--- config.mk ---
export PLATFORM = sky130hd
export DESIGN_NAME = serial_comp_ctrl
export DESIGN_NICKNAME = d
export VERILOG_FILES = /design/src/rtl/serial_comp_ctrl.sv
export SDC_FILE = /design/constraint.sdc
export NUM_CORES = 1
export LEC_CHECK = 0
export CAP_MARGIN = 25
export CORE_UTILIZATION = 48
export DETAILED_ROUTE_END_ITERATION = 8
export MAX_ROUTING_LAYER = met4
export PLACE_DENSITY = 0.85
export SLEW_MARGIN = 20
export SYNTH_ARGS = -nofsm -noshare
export SYNTH_HDL_FRONTEND = slang
export SYNTH_SLANG_ARGS = --single-unit
--- constraint.sdc ---
create_clock -name clk -period 1.9 [get_ports clk]
set_clock_uncertainty 0.1 [all_clocks]
set_input_delay 0.38 -clock clk [delete_from_list [all_inputs] [get_ports clk]]
set_output_delay 0.38 -clock clk [all_outputs]
set_load 0.1 [all_outputs]
--- src/rtl/serial_comp_ctrl.sv ---
// Serial magnitude comparator: scans two operands MSB-first, two bits per cycle,
// and reports a registered gt/eq/lt result with the number of slices examined.
module serial_comp_ctrl #(
    parameter int WIDTH      = 8,
    parameter int EARLY_EXIT = 1,
    localparam int SW        = $clog2(WIDTH/2) + 1
) (
    input  logic             clk,
    input  logic             rst_n,
    input  logic             start,
    input  logic [WIDTH-1:0] a,
    input  logic [WIDTH-1:0] b,
    output logic             busy,
    output logic             done,
    output logic             gt,
    output logic             eq,
    output logic             lt,
    output logic [SW-1:0]    slices
);

    typedef enum logic [1:0] {IDLE, RUN, DONE} state_t;

    localparam logic [SW-1:0] LAST = SW'(WIDTH/2 - 1);

    state_t           state, state_nx;
    logic [WIDTH-1:0] sa, sb;
    logic [1:0]       ha, hb;
    logic             sl_gt, sl_lt, last;
    logic             sticky, sticky_gt;
    logic             fin, res_gt, res_lt;

    assign ha    = sa[WIDTH-1 -: 2];
    assign hb    = sb[WIDTH-1 -: 2];
    assign sl_gt = ha > hb;
    assign sl_lt = ha < hb;
    assign last  = (slices == LAST);

    assign busy = (state == RUN);
    assign done = (state == DONE);

    // Full-scan mode keeps the first unequal slice in a sticky flag so later
    // slices cannot overturn it; the result is only committed on the last slice.
    always_comb begin
        fin    = 1'b0;
        res_gt = 1'b0;
        res_lt = 1'b0;
        if (EARLY_EXIT != 0) begin
            fin    = last | sl_gt | sl_lt;
            res_gt = sl_gt;
            res_lt = sl_lt;
        end else begin
            fin    = last;
            res_gt = sticky ? sticky_gt  : sl_gt;
            res_lt = sticky ? !sticky_gt : sl_lt;
        end
    end

    always_comb begin
        state_nx = state;
        case (state)
            IDLE:    if (start) state_nx = RUN;
            RUN:     if (fin) state_nx = DONE;
            DONE:    state_nx = IDLE;
            default: state_nx = IDLE;
        endcase
    end

    always_ff @(posedge clk) begin
        if (!rst_n) state <= IDLE;
        else        state <= state_nx;
    end

    always_ff @(posedge clk) begin
        if (!rst_n) begin
            sa        <= '0;
            sb        <= '0;
            gt        <= 1'b0;
            eq        <= 1'b0;
            lt        <= 1'b0;
            slices    <= '0;
            sticky    <= 1'b0;
            sticky_gt <= 1'b0;
        end else begin
            case (state)
                IDLE: if (start) begin
                    sa        <= a;
                    sb        <= b;
                    gt        <= 1'b0;
                    eq        <= 1'b0;
                    lt        <= 1'b0;
                    slices    <= '0;
                    sticky    <= 1'b0;
                    sticky_gt <= 1'b0;
                end
                RUN: begin
                    sa     <= sa << 2;
                    sb     <= sb << 2;
                    slices <= slices + SW'(1);
                    if (!sticky && (sl_gt || sl_lt)) begin
                        sticky    <= 1'b1;
                        sticky_gt <= sl_gt;
                    end
                    if (fin) begin
                        gt <= res_gt;
                        lt <= res_lt;
                        eq <= !(res_gt || res_lt);
                    end
                end
                default: ;
            endcase
        end
    end

endmodule
; Word level (Yosys, flattened, before mapping)
; Cells that the tools add are included.
[classes]
addsub = 1
bitwise_logic = 2
magnitude_cmp = 2
reduce_logical = 7
mux = 16
n_eq_ne = 5
[ops]
columns = operator, count
row1 = case mux 8 bit (2 select lines), 2
row2 = two-way mux 8 bit, 2
row3 = case mux 1 bit (2 select lines), 3
row4 = case mux 3 bit (2 select lines), 1
row5 = two-way mux 1 bit, 4
row6 = two-way mux 2 bit, 2
row7 = case mux 2 bit (2 select lines), 1
row8 = AND reduction 2 bit, 2
row9 = adder 3 x 1 -> 3 bit (second input constant), 1
row10 = equality test 3 x 2 -> 1 bit (second input constant), 1
row11 = two-way mux 3 bit, 1
row12 = AND reduction 3 bit, 1
row13 = equality test 2 x 1 -> 1 bit (second input constant), 1
row14 = equality test 2 bit (second input constant), 1
row15 = > comparator 2 bit, 1
row16 = logical NOT 2 bit, 1
row17 = less-than comparator 2 bit, 1
row18 = != test 2 x 1 -> 1 bit (second input constant), 1
row19 = != test 2 bit (second input constant), 1
row20 = OR 1 bit, 2
row21 = nonzero test 2 bit, 1
row22 = logical NOT 1 bit, 1
row23 = logical OR 1 bit, 1
[word_totals]
output_inout_bits = 8
in_bits = 19
word_cells = 40
regBits = 24

; Depth between registers and ports, before layout
; Gate-level depths: netlist of run 1.
[depth]
depth_word = 5
ltp_mapped = 6

; Worst setup path before layout of run 1
; OpenSTA, ideal clock, no wires.
[synth_path]
kind = reg-to-reg
start = register slices[0]
end = register state[0]
path_slack_ps = -72
path_stages_with_launch = 6
setup_time_ps = 115
n_path_buf = 0
t_required_ps = 1685
arrival_ps = 1757
cell_sequence = dfxtp_1 > ha_1 > ha_1 > inv_1 > and3_1 > o21a_1
[synth_between]
elab_chain_len = 5
[synth_rtl]
columns = element, line_no
row1 = "start, declared", 18  ; output logic [SW-1:0] slices
row2 = "start signal, assigned", 98  ; slices <= slices + SW'(1);
row3 = equality test 3 x 2 -> 1 bit, 36  ; assign last = (slices == LAST);
row4 = OR 1 bit (2 in a row), 48  ; fin = last | sl_gt | sl_lt;
row5 = != test 2 x 1 -> 1 bit (no line), n/a
row6 = AND reduction 2 bit (no line), n/a
row7 = "end signal, assigned", 70  ; else state <= state_nx;
row8 = "end, declared", 25  ; state_t state, state_nx;
; Every way passes these cells.
; A chain may end at the register's enable or synchronous reset.

; Worst setup path after layout of run 1
[layout_path]
start = register state[0]
end = output done
[layout_between]
elab_chain_len = 1
[layout_rtl]
columns = element, line_no
row1 = equality test 2 bit, 39  ; assign done = (state == DONE);
row2 = "end, declared", 14  ; output logic done,
; Every way passes these cells.

==> qor.csv, run 1 <==
stage,metric,value,unit
clock_tree,clk_path_buf_depth,2,
grt,grt_pass1_vias,927,
floorplanning,die_area,2625,µm²
final_layout,drive_gt1_share,17.50,%
synth,synth_edf_count,0,
timing,final_max_slew_viol_count,0,
synth,ys_seq_area_share,41.29,%
worst_setup_path,startpoint_type,register,
clock_tree,cts_buffers,3,
hold_path,hold_path.startpoint,sa[5],
pwr,power_density,795.5,nW/µm²
final_layout,final_common_cell,nand2_1,
synth,synthXorXnorAreaFrac,0,%
final_layout,area_growth,34.73,%
final_layout,final_cell_mix,"30 x nand2_1, 21 x dfxtp_1, 18 x nor2_1, 18 x clkdlybuf4s50_1, 9 x buf_12",
worst_setup_path,startpoint,state[0],
worst_setup_path,crit-reg2reg-launch,sb[7],
hold_path,whs_endpoint,sa[7],
worst_setup_path,critPathBufInv,2,
placement,place_congestion,0.7986,
drt,ant_nets,0,
placement,port_buffers,26,
clock_tree,cts_root_buf,clkbuf_4,
floorplanning,fp.dieW,51.24,µm
synth,synth_ff_type,dfxtp_1,
timing,whs,0.3907,ns
synth,async_flop_share,0,%
timing,worstMarginPinSlew,0.7478,ns
timing,rsz0062_at_grt,no,
grt,grt.overflow.total,0,
worst_setup_path,critical_path.cell_chain,buf_4 > and2b_1 > buf_12,
drt,detailedRoute.firstIterationViolations,32,
synth,synth_seq_cells,24,
hold_path,worstHoldPathType,register to register,
drt,routed_wirelength,2344,µm
timing,max_freq,0.5753,GHz
clock_tree,numClockSinks,24,
synth,netlist_area,1164,µm²
drt,vias,1038,
grt,groute.usage.overall,20.10,%
floorplanning,pin_count,27,
timing,finalSetupViolations,0,
worst_setup_path,critPathCaptureType,primary output,
job,drv_cap,0,
pwr,peakVddDrop,0.4841,mV
clock_tree,clk-insertion-delay-late,0.31,ns
worst_setup_path,critPathKind,register to primary output,
synth,synthSimpleGateAreaFrac,23.76,%
grt,grt_start_max_net_pins,27,
floorplanning,coreArea,2255,µm²
worst_setup_path,worstRegToRegCells,5,
pwr,leakage,0.6152,nW
synth,postSynthAreaPerCell,8.749,µm²
placement,hpwl,1739,µm
final_layout,num-fill-cells,193,
drt,wl_per_cell,12.47,µm
drt,dr.pass1.iters,4,
worst_setup_path,worst_path_max_delay_cell,dfxtp_1,
timing,hold_viol,0,
synth,synth_top_family_by_area,simple AND/OR/NAND/NOR gates,
worst_setup_path,r2r_slack,0.40,ns
timing,timing.setup.tns,0,ns
grt,grt_first_pass_wirelength,3905,µm
hold_path,hold_depth,2,
clock_tree,clk_pin_slew_worst_paths,0.13,ns
drt,viasPerCell,5.521,
clock_tree,htree_levels,1,
synth,syn-num-nets,156,
clock_tree,cts_tree,built,
worst_setup_path,critPathMaxFanout,7,
worst_setup_path,critPathArrivalTime,1.26,ns
synth,synth_warnings,0,
worst_setup_path,worstPathRequired,1.42,ns
synth,syn_inst,133,
worst_setup_path,cpPeakStageDelay,0.40,ns
final_layout,diodes,0,
drt,drc_errors,0,
final_layout,nets,184,
timing,fin_crit,1.738,ns
worst_setup_path,critical_path.top_delay_family,flip-flops,
outcome,status,"finished, final reports clean",
synth,yosys.cell_types.count,34,
floorplanning,fp-row-count,17,
worst_setup_path,rr_endpoint,state[0],
clock_tree,cts_setup_buffers,0,
grt,antenna_found_initial,0,
floorplanning,start_util,51.61,%
timing,post-route-period-util,91.49,%
synth,synth_compound_area_share,23.23,%
synth,synth_mux_area_share,0,%
floorplanning,dieHeight,51.24,µm
timing,relSlewSlack,50.09,%
synth,synth_fa_ha_area_share,4.301,%
worst max path at each step:
stage,endpoint,cells after the start
finish,done,3
global route,done,3
CTS,busy,3
detailed placement,sa[2],5
global placement,sb[7],5
floorplan,gt,5
routing by layer:
metal	vias up	routed length, µm	GRT usage, %
met5	-	0	-
li1	524	-	-
met4	0	14	4.054
met3	2	95	2.976
met1	487	1045	23.36
met2	25	1188	36.62
power breakdown:
group,internal [mW],total [mW],switching [mW]
Clock,0.117,0.268,0.151
Combinational,0.173,0.394,0.222
Sequential,0.552,0.585,0.0336
Total,0.841,1.25,0.406
cells by family after synthesis:
family,count (synthesis)
compound gates,30
simple gates,61
buf+inv,14
flops,24
fa+ha+maj,4
flip-flops by register name, indices dropped and copies added (netlist names):
register  count
eq            1
gt            1
lt            1
sa            8
sb            8
slices        3
state         2
worst register-to-register path, cell delays in order (launching register included):
cell	delay, ns
dfxtp_1	0.35
inv_1	0.04
ha_1	0.30
and4b_1	0.25
and3_1	0.19
o21a_1	0.18
synth_stat cells, drive strengths merged, types with 2 or more instances:
| library cell | n | area, µm² |
|---|---|---|
| a21o | 2 | 15.01 |
| a21oi | 4 | 20.02 |
| a22oi | 3 | 22.52 |
| a311oi | 12 | 142.6 |
| a31oi | 2 | 12.51 |
| buf | 6 | 56.30 |
| clkbuf | 2 | 7.510 |
| dfxtp | 24 | 480.5 |
| ha | 4 | 50.05 |
| inv | 6 | 22.52 |
| nand2 | 30 | 112.6 |
| nand2b | 4 | 32.53 |
| nand3b | 2 | 15.01 |
| nor2 | 18 | 67.56 |
cell type report:
| class | instances | area, µm² | share of cell area, % |
|---|---|---|---|
| multi-input combinational | 95 | 596.8 | 38.07 |
| sequential | 24 | 484.2 | 30.89 |
| timing repair buffer | 31 | 390.4 | 24.90 |
| clock buffer | 4 | 36.28 | 2.314 |
| tap | 28 | 35.03 | 2.235 |
| inverter | 6 | 25.02 | 1.596 |
repair_timing:
| item | in CTS | in global routing |
|---|---|---|
| endpoints found under the setup margin | 0 | 1 |
| resized for setup | 0 | 3 |
| hold buffers | 0 | 0 |
metrics by stage:
stage | cells | total power [mW] | instance area (µm²) | utilization, % | worst slack [ns]
after floorplan | 133 | 0.8590 | 1166 | - | 0.1091
after global placement | 184 | 0.9733 | 1528 | 67.76 | 0.1176
after detailed placement | 184 | 0.9902 | 1528 | 67.76 | 0.03186
after CTS | 188 | 1.251 | 1564 | 69.37 | 0.03514
after global routing | 188 | 1.317 | 1568 | 69.53 | 0.09912
final | 188 | 1.247 | 1568 | 69.53 | 0.1617
No activity file was read; power rests on OpenSTA's default activity.
==> inputs of run 2 (changes only) <==
Settings changed: CTS_BUF_LIST set to sky130_fd_sc_hd__clkbuf_8 sky130_fd_sc_hd__clkbuf_16.
==> run 2 against run 1 <==
Via count grew 0.87%. Total power grew 5.7%. Wire length rose by 3.5%. Register-to-register slack is essentially flat. Design area increased by 0.96%. Setup slack got worse by 0.049 ns. Die area unchanged. Clock power grew 26%. Global-route usage is 0.77 points higher. Combinational power about the same. First-iteration DRC count decreased by 28%. Critical endpoint is now busy. Highest routed layer unchanged.
==> qor.csv, run 2 (synthesis results as in run 1) <==
stage,metric,value,unit,change
outcome,status,"finished, final reports clean",,
worst_setup_path,worstRegToRegCells,5,,unchanged
pwr,sw_frac_of_total,31.18,%,-1.4 points
timing,post-route-period-util,94.09,%,+2.6 points
worst_setup_path,critPathMaxFanout,17,,+10
clock_tree,holdBufCountCts,0,,unchanged
final_layout,diodes,0,,unchanged
final_layout,final_util,70.20,%,+0.67 points
timing,worstMarginPinSlew,0.7476,ns,-0.0001786 ns
drt,detailedRoute.firstIterationViolations,23,,-28%
clock_tree,cts_tree,built,,
pwr,pwr-share-seq,44.4,%,-2.5 points
floorplanning,dieHeight,51.24,µm,unchanged
clock_tree,cts_setup_buffers,0,,unchanged
placement,port_buffers,26,,unchanged
pwr,pwr-share-comb,29.9,%,-1.7 points
drt,drc_errors,0,,unchanged
worst_setup_path,critPathCaptureType,primary output,,
final_layout,num-fill-cells,185,,-4.1%
grt,grt_pass1_vias,943,,+1.7%
job,drv_cap,0,,unchanged
timing,hold_viol,0,,unchanged
grt,grt_first_pass_wirelength,3995,µm,+2.3%
pwr,total_power,1.319,mW,+5.7%
pwr,pwr-share-clk,25.7,%,+4.2 points
floorplanning,fp.dieW,51.24,µm,unchanged
hold_path,worstHoldPathType,register to register,,
timing,fin_crit,1.788,ns,+0.04939 ns
final_layout,area_growth,36.02,%,
clock_tree,clk_path_buf_depth,2,,unchanged
pwr,p_int,0.9076,mW,+7.9%
final_layout,reg_top3,"sa: 8 flops, sb: 8 flops, slices: 3 flops",,
worst_setup_path,startpoint_type,register,,
placement,place_congestion,0.7986,,unchanged
pwr,leakage,0.6228,nW,+1.2%
grt,grt.overflow.total,0,,unchanged
placement,hpwl,1739,µm,unchanged
worst_setup_path,critPathArrivalTime,1.31,ns,+0.05 ns
drt,ant_nets,0,,unchanged
pwr,net-switching-power,0.4113,mW,+1.3%
clock_tree,cts_root_buf,clkbuf_8,,
final_layout,nets,184,,unchanged
clock_tree,cts_buffers,3,,unchanged
worst_setup_path,critPathKind,register to primary output,,
timing,relSlewSlack,50.10,%,about the same
clock_tree,clk_pin_slew_worst_paths,0.08,ns,-0.05 ns
pwr,peakVddDrop,0.5634,mV,+16%
drt,vias,1047,,+0.87%
final_layout,final_cell_mix,"30 x nand2_1, 22 x dfxtp_1, 18 x nor2_1, 18 x clkdlybuf4s50_1, 9 x buf_12",,
hold_path,hold_depth,2,,unchanged
worst_setup_path,critical_path.cell_chain,nand2b_4 > inv_2 > buf_12,,
floorplanning,coreArea,2255,µm²,unchanged
clock_tree,cts_resized,0,,unchanged
grt,groute.usage.overall,20.87,%,+0.77 points
floorplanning,start_util,51.61,%,unchanged
pwr,power_density,833.2,nW/µm²,+4.7%
drt,dr.pass1.iters,4,,unchanged
drt,viasPerCell,5.569,,+0.87%
final_layout,final_common_cell,nand2_1,,
timing,final_max_slew_viol_count,0,,unchanged
worst_setup_path,r2r_slack,0.40,ns,about the same
grt,antenna_found_initial,0,,unchanged
timing,timing.setup.tns,0,ns,unchanged
floorplanning,pin_count,27,,unchanged
timing,finalSetupViolations,0,,unchanged
clock_tree,clk-insertion-delay-late,0.26,ns,-0.05 ns
clock_tree,htree_levels,1,,unchanged
timing,rsz0062_at_grt,no,,
timing,max_freq,0.5594,GHz,-2.8%
final_layout,drive_gt1_share,16.88,%,-0.62 points
worst_setup_path,cpPeakStageDelay,0.40,ns,about the same
drt,wl_per_cell,12.90,µm,+3.5%
worst_setup_path,worstPathRequired,1.42,ns,about the same
floorplanning,die_area,2625,µm²,unchanged
clock_tree,numClockSinks,24,,unchanged
worst_setup_path,worst_path_max_delay_cell,dfxtp_1,,
drt,routed_wirelength,2426,µm,+3.5%
floorplanning,fp-row-count,17,,unchanged
grt,grt_start_max_net_pins,27,,unchanged
## run 2: cell counts in the layout (fill, tap and decap cells not counted)
No cell type changed its count.
## run 2: cell type report
class                   count  area [µm²]  area share (%)
repair buffers             31       390.4           24.66
well taps                  28       35.03           2.213
inverters                   6       22.52           1.423
clock buffers               4       55.05           3.478
multi-input cells          95       596.8           37.71
flip-flops and latches     24       483.0           30.51
## run 2: per-stage QoR
stage               setup WS (ns)  area (µm²)  std cells  hold WS (ns)
global route              0.04637        1583        188        0.4109
detailed placement        0.03186        1528        184        0.3711
global placement           0.1176        1528        184        0.3637
floorplan                  0.1091        1166        133        0.3536
finish                     0.1124        1583        188        0.3778
CTS                        0.1045        1583        188        0.3824
## run 2: routing by layer
layer	up-vias	global-route usage (%)	wire length (µm)
met3	2	2.976	116
met2	29	37.28	1244
met4	0	6.757	10
met5	-	-	0
met1	496	23.91	1054
li1	520	-	-
## run 2: worst max-delay path, delay by kind of cell, from the launching register on
family / cells / cell delay, ns
and+or+nand+nor: 1 / 0.18
buffers and inverters: 2 / 0.47
DFF: 1 / 0.40
## run 2: power groups by stage
stage / Combinational (mW) / Clock, mW / Sequential, mW
after floorplan: 0.227 / 0 / 0.632
after global placement: 0.379 / 0 / 0.594
after detailed placement: 0.394 / 0 / 0.596
after CTS: 0.397 / 0.348 / 0.584
after global routing: 0.424 / 0.372 / 0.591
final: 0.395 / 0.339 / 0.585
## run 2: worst paths after layout
check | start | to
worst max register to register | sb[7] | state[0]
worst max-delay path | state[1] | busy
worst min-delay path | sa[5] | sa[7]
worst min register to register | sa[5] | sa[7]
==> inputs of run 3 (changes only) <==
Settings changed: CORE_UTILIZATION 48 to 42, PLACE_DENSITY 0.85 to 0.77, TNS_END_PERCENT set to 50.
==> run 3 against run 2 <==
Setup slack got worse by 0.015 ns. Core utilization down 7.1 points. Critical path depth did not move. Total power grew 7.7%.
==> qor.csv, run 3 (synthesis results as in run 1) <==
stage,metric,value,unit,change
outcome,status,"finished, final reports clean",,
final_layout,final_common_cell,nand2_1,,
clock_tree,numClockSinks,24,,unchanged
timing,rsz0062_at_grt,no,,
clock_tree,holdBufCountCts,0,,unchanged
floorplanning,fp.dieW,54.64,µm,+6.6%
drt,vias,1021,,-2.5%
pwr,power_density,884.1,nW/µm²,+6.1%
drt,viasPerCell,5.402,,-3.0%
timing,timing.setup.tns,0,ns,unchanged
worst_setup_path,critPathKind,register to primary output,,
worst_setup_path,startpoint_type,register,,
clock_tree,cts_buffers,3,,unchanged
clock_tree,clk-insertion-delay-late,0.27,ns,about the same
worst_setup_path,critPathMaxFanout,17,,unchanged
floorplanning,start_util,45.72,%,-5.9 points
grt,groute.usage.overall,20.04,%,-0.84 points
drt,drc_errors,0,,unchanged
hold_path,worstHoldPathType,register to register,,
placement,port_buffers,26,,unchanged
worst_setup_path,worstPathRequired,1.42,ns,about the same
clock_tree,cts_tree,built,,
final_layout,final_cell_mix,"30 x nand2_1, 22 x dfxtp_1, 18 x nor2_1, 18 x clkdlybuf4s50_1, 10 x buf_12",,
clock_tree,clk_path_buf_depth,2,,unchanged
drt,wl_per_cell,12.84,µm,-0.53%
final_layout,diodes,0,,unchanged
worst_setup_path,critPathCaptureType,primary output,,
drt,dr.pass1.iters,4,,unchanged
timing,hold_viol,0,,unchanged
grt,grt_pass1_vias,958,,+1.6%
placement,place_congestion,0.8616,,+7.9%
timing,fin_crit,1.803,ns,+0.01514 ns
drt,ant_nets,0,,unchanged
floorplanning,fp-row-count,18,,+1
grt,grt_first_pass_wirelength,4105,µm,+2.8%
job,drv_cap,0,,unchanged
timing,worstMarginPinSlew,0.4690,ns,-0.2786 ns
timing,post-route-period-util,94.88,%,+0.80 points
timing,final_max_slew_viol_count,0,,unchanged
pwr,total_power,1.420,mW,+7.7%
pwr,peakVddDrop,0.5950,mV,+5.6%
grt,grt_start_max_net_pins,27,,unchanged
grt,antenna_found_initial,0,,unchanged
floorplanning,dieHeight,54.64,µm,+6.6%
grt,grt.overflow.total,0,,unchanged
final_layout,drive_gt1_share,16.35,%,-0.52 points
timing,relSlewSlack,68.67,%,+19 points
final_layout,area_growth,38.06,%,
clock_tree,cts_resized,0,,unchanged
final_layout,nets,183,,-0.54%
drt,routed_wirelength,2426,µm,unchanged
floorplanning,pin_count,27,,unchanged
clock_tree,cts_root_buf,clkbuf_8,,
placement,hpwl,1722,µm,-1.0%
floorplanning,die_area,2985,µm²,+14%
worst_setup_path,r2r_slack,0.39,ns,about the same
clock_tree,htree_levels,1,,unchanged
floorplanning,coreArea,2545,µm²,+13%
clock_tree,cts_setup_buffers,0,,unchanged
timing,finalSetupViolations,0,,unchanged
drt,detailedRoute.firstIterationViolations,18,,-22%
final_layout,reg_top3,"sa: 8 flops, sb: 8 flops, slices: 3 flops",,
timing,max_freq,0.5547,GHz,-0.84%
pwr,leakage,0.6290,nW,+0.99%
clock_tree,clk_pin_slew_worst_paths,0.09,ns,about the same
worst_setup_path,critPathArrivalTime,1.32,ns,about the same
[run 3: where the power goes]
group | total (mW) | leakage (nW) | switching, mW | internal [mW]
Sequential | 0.590 | 0.199 | 0.0387 | 0.551
Clock | 0.445 | 0.0357 | 0.163 | 0.282
Combinational | 0.386 | 0.395 | 0.216 | 0.170
[run 3: through the flow]
step	util, %	instances	cell area, µm²	setup slack (ns)	hold slack (ns)
global placement	60.32	185	1535	0.1298	0.3646
CTS	63.13	189	1607	0.08016	0.3947
finish	63.13	189	1607	0.09722	0.3921
floorplan	-	133	1166	0.1091	0.3536
global route	63.13	189	1607	0.02251	0.4159
detailed placement	60.32	185	1535	0.01896	0.3819
[run 3: worst paths after layout]
kind,start,end,depth (start not counted)
setup / recovery,state[0],busy,3
hold / removal,sb[5],sb[7],2
setup reg to reg,sa[6],state[0],5
hold reg to reg,sb[5],sb[7],2
[run 3: layout make-up]
cell class / instances / area, µm²
clock buffers: 3 / 41.29
clock inverters: 1 / 30.03
fillers: 210 / 938.4
inverters: 6 / 22.52
multi-input cells: 95 / 596.8
flip-flops and latches: 24 / 483.0
well taps: 30 / 37.54
repair buffers: 30 / 395.4
[run 3: metal layers]
metal | share of wire, % | track usage [%] | routed length (µm) | vias to the layer above
li1 | - | - | - | 515
met2 | 49 | 33.33 | 1187 | 36
met3 | 6.1 | 3.611 | 147 | 5
met4 | 1.4 | 9.829 | 35 | 0
met1 | 44 | 22.86 | 1056 | 465
met5 | 0 | - | 0 | -
[run 3: critical path, cell delays in order, from the launching register on]
cell and delay [ns]:
dfxtp_1 0.50, nand2b_4 0.08, inv_2 0.25, buf_12 0.22
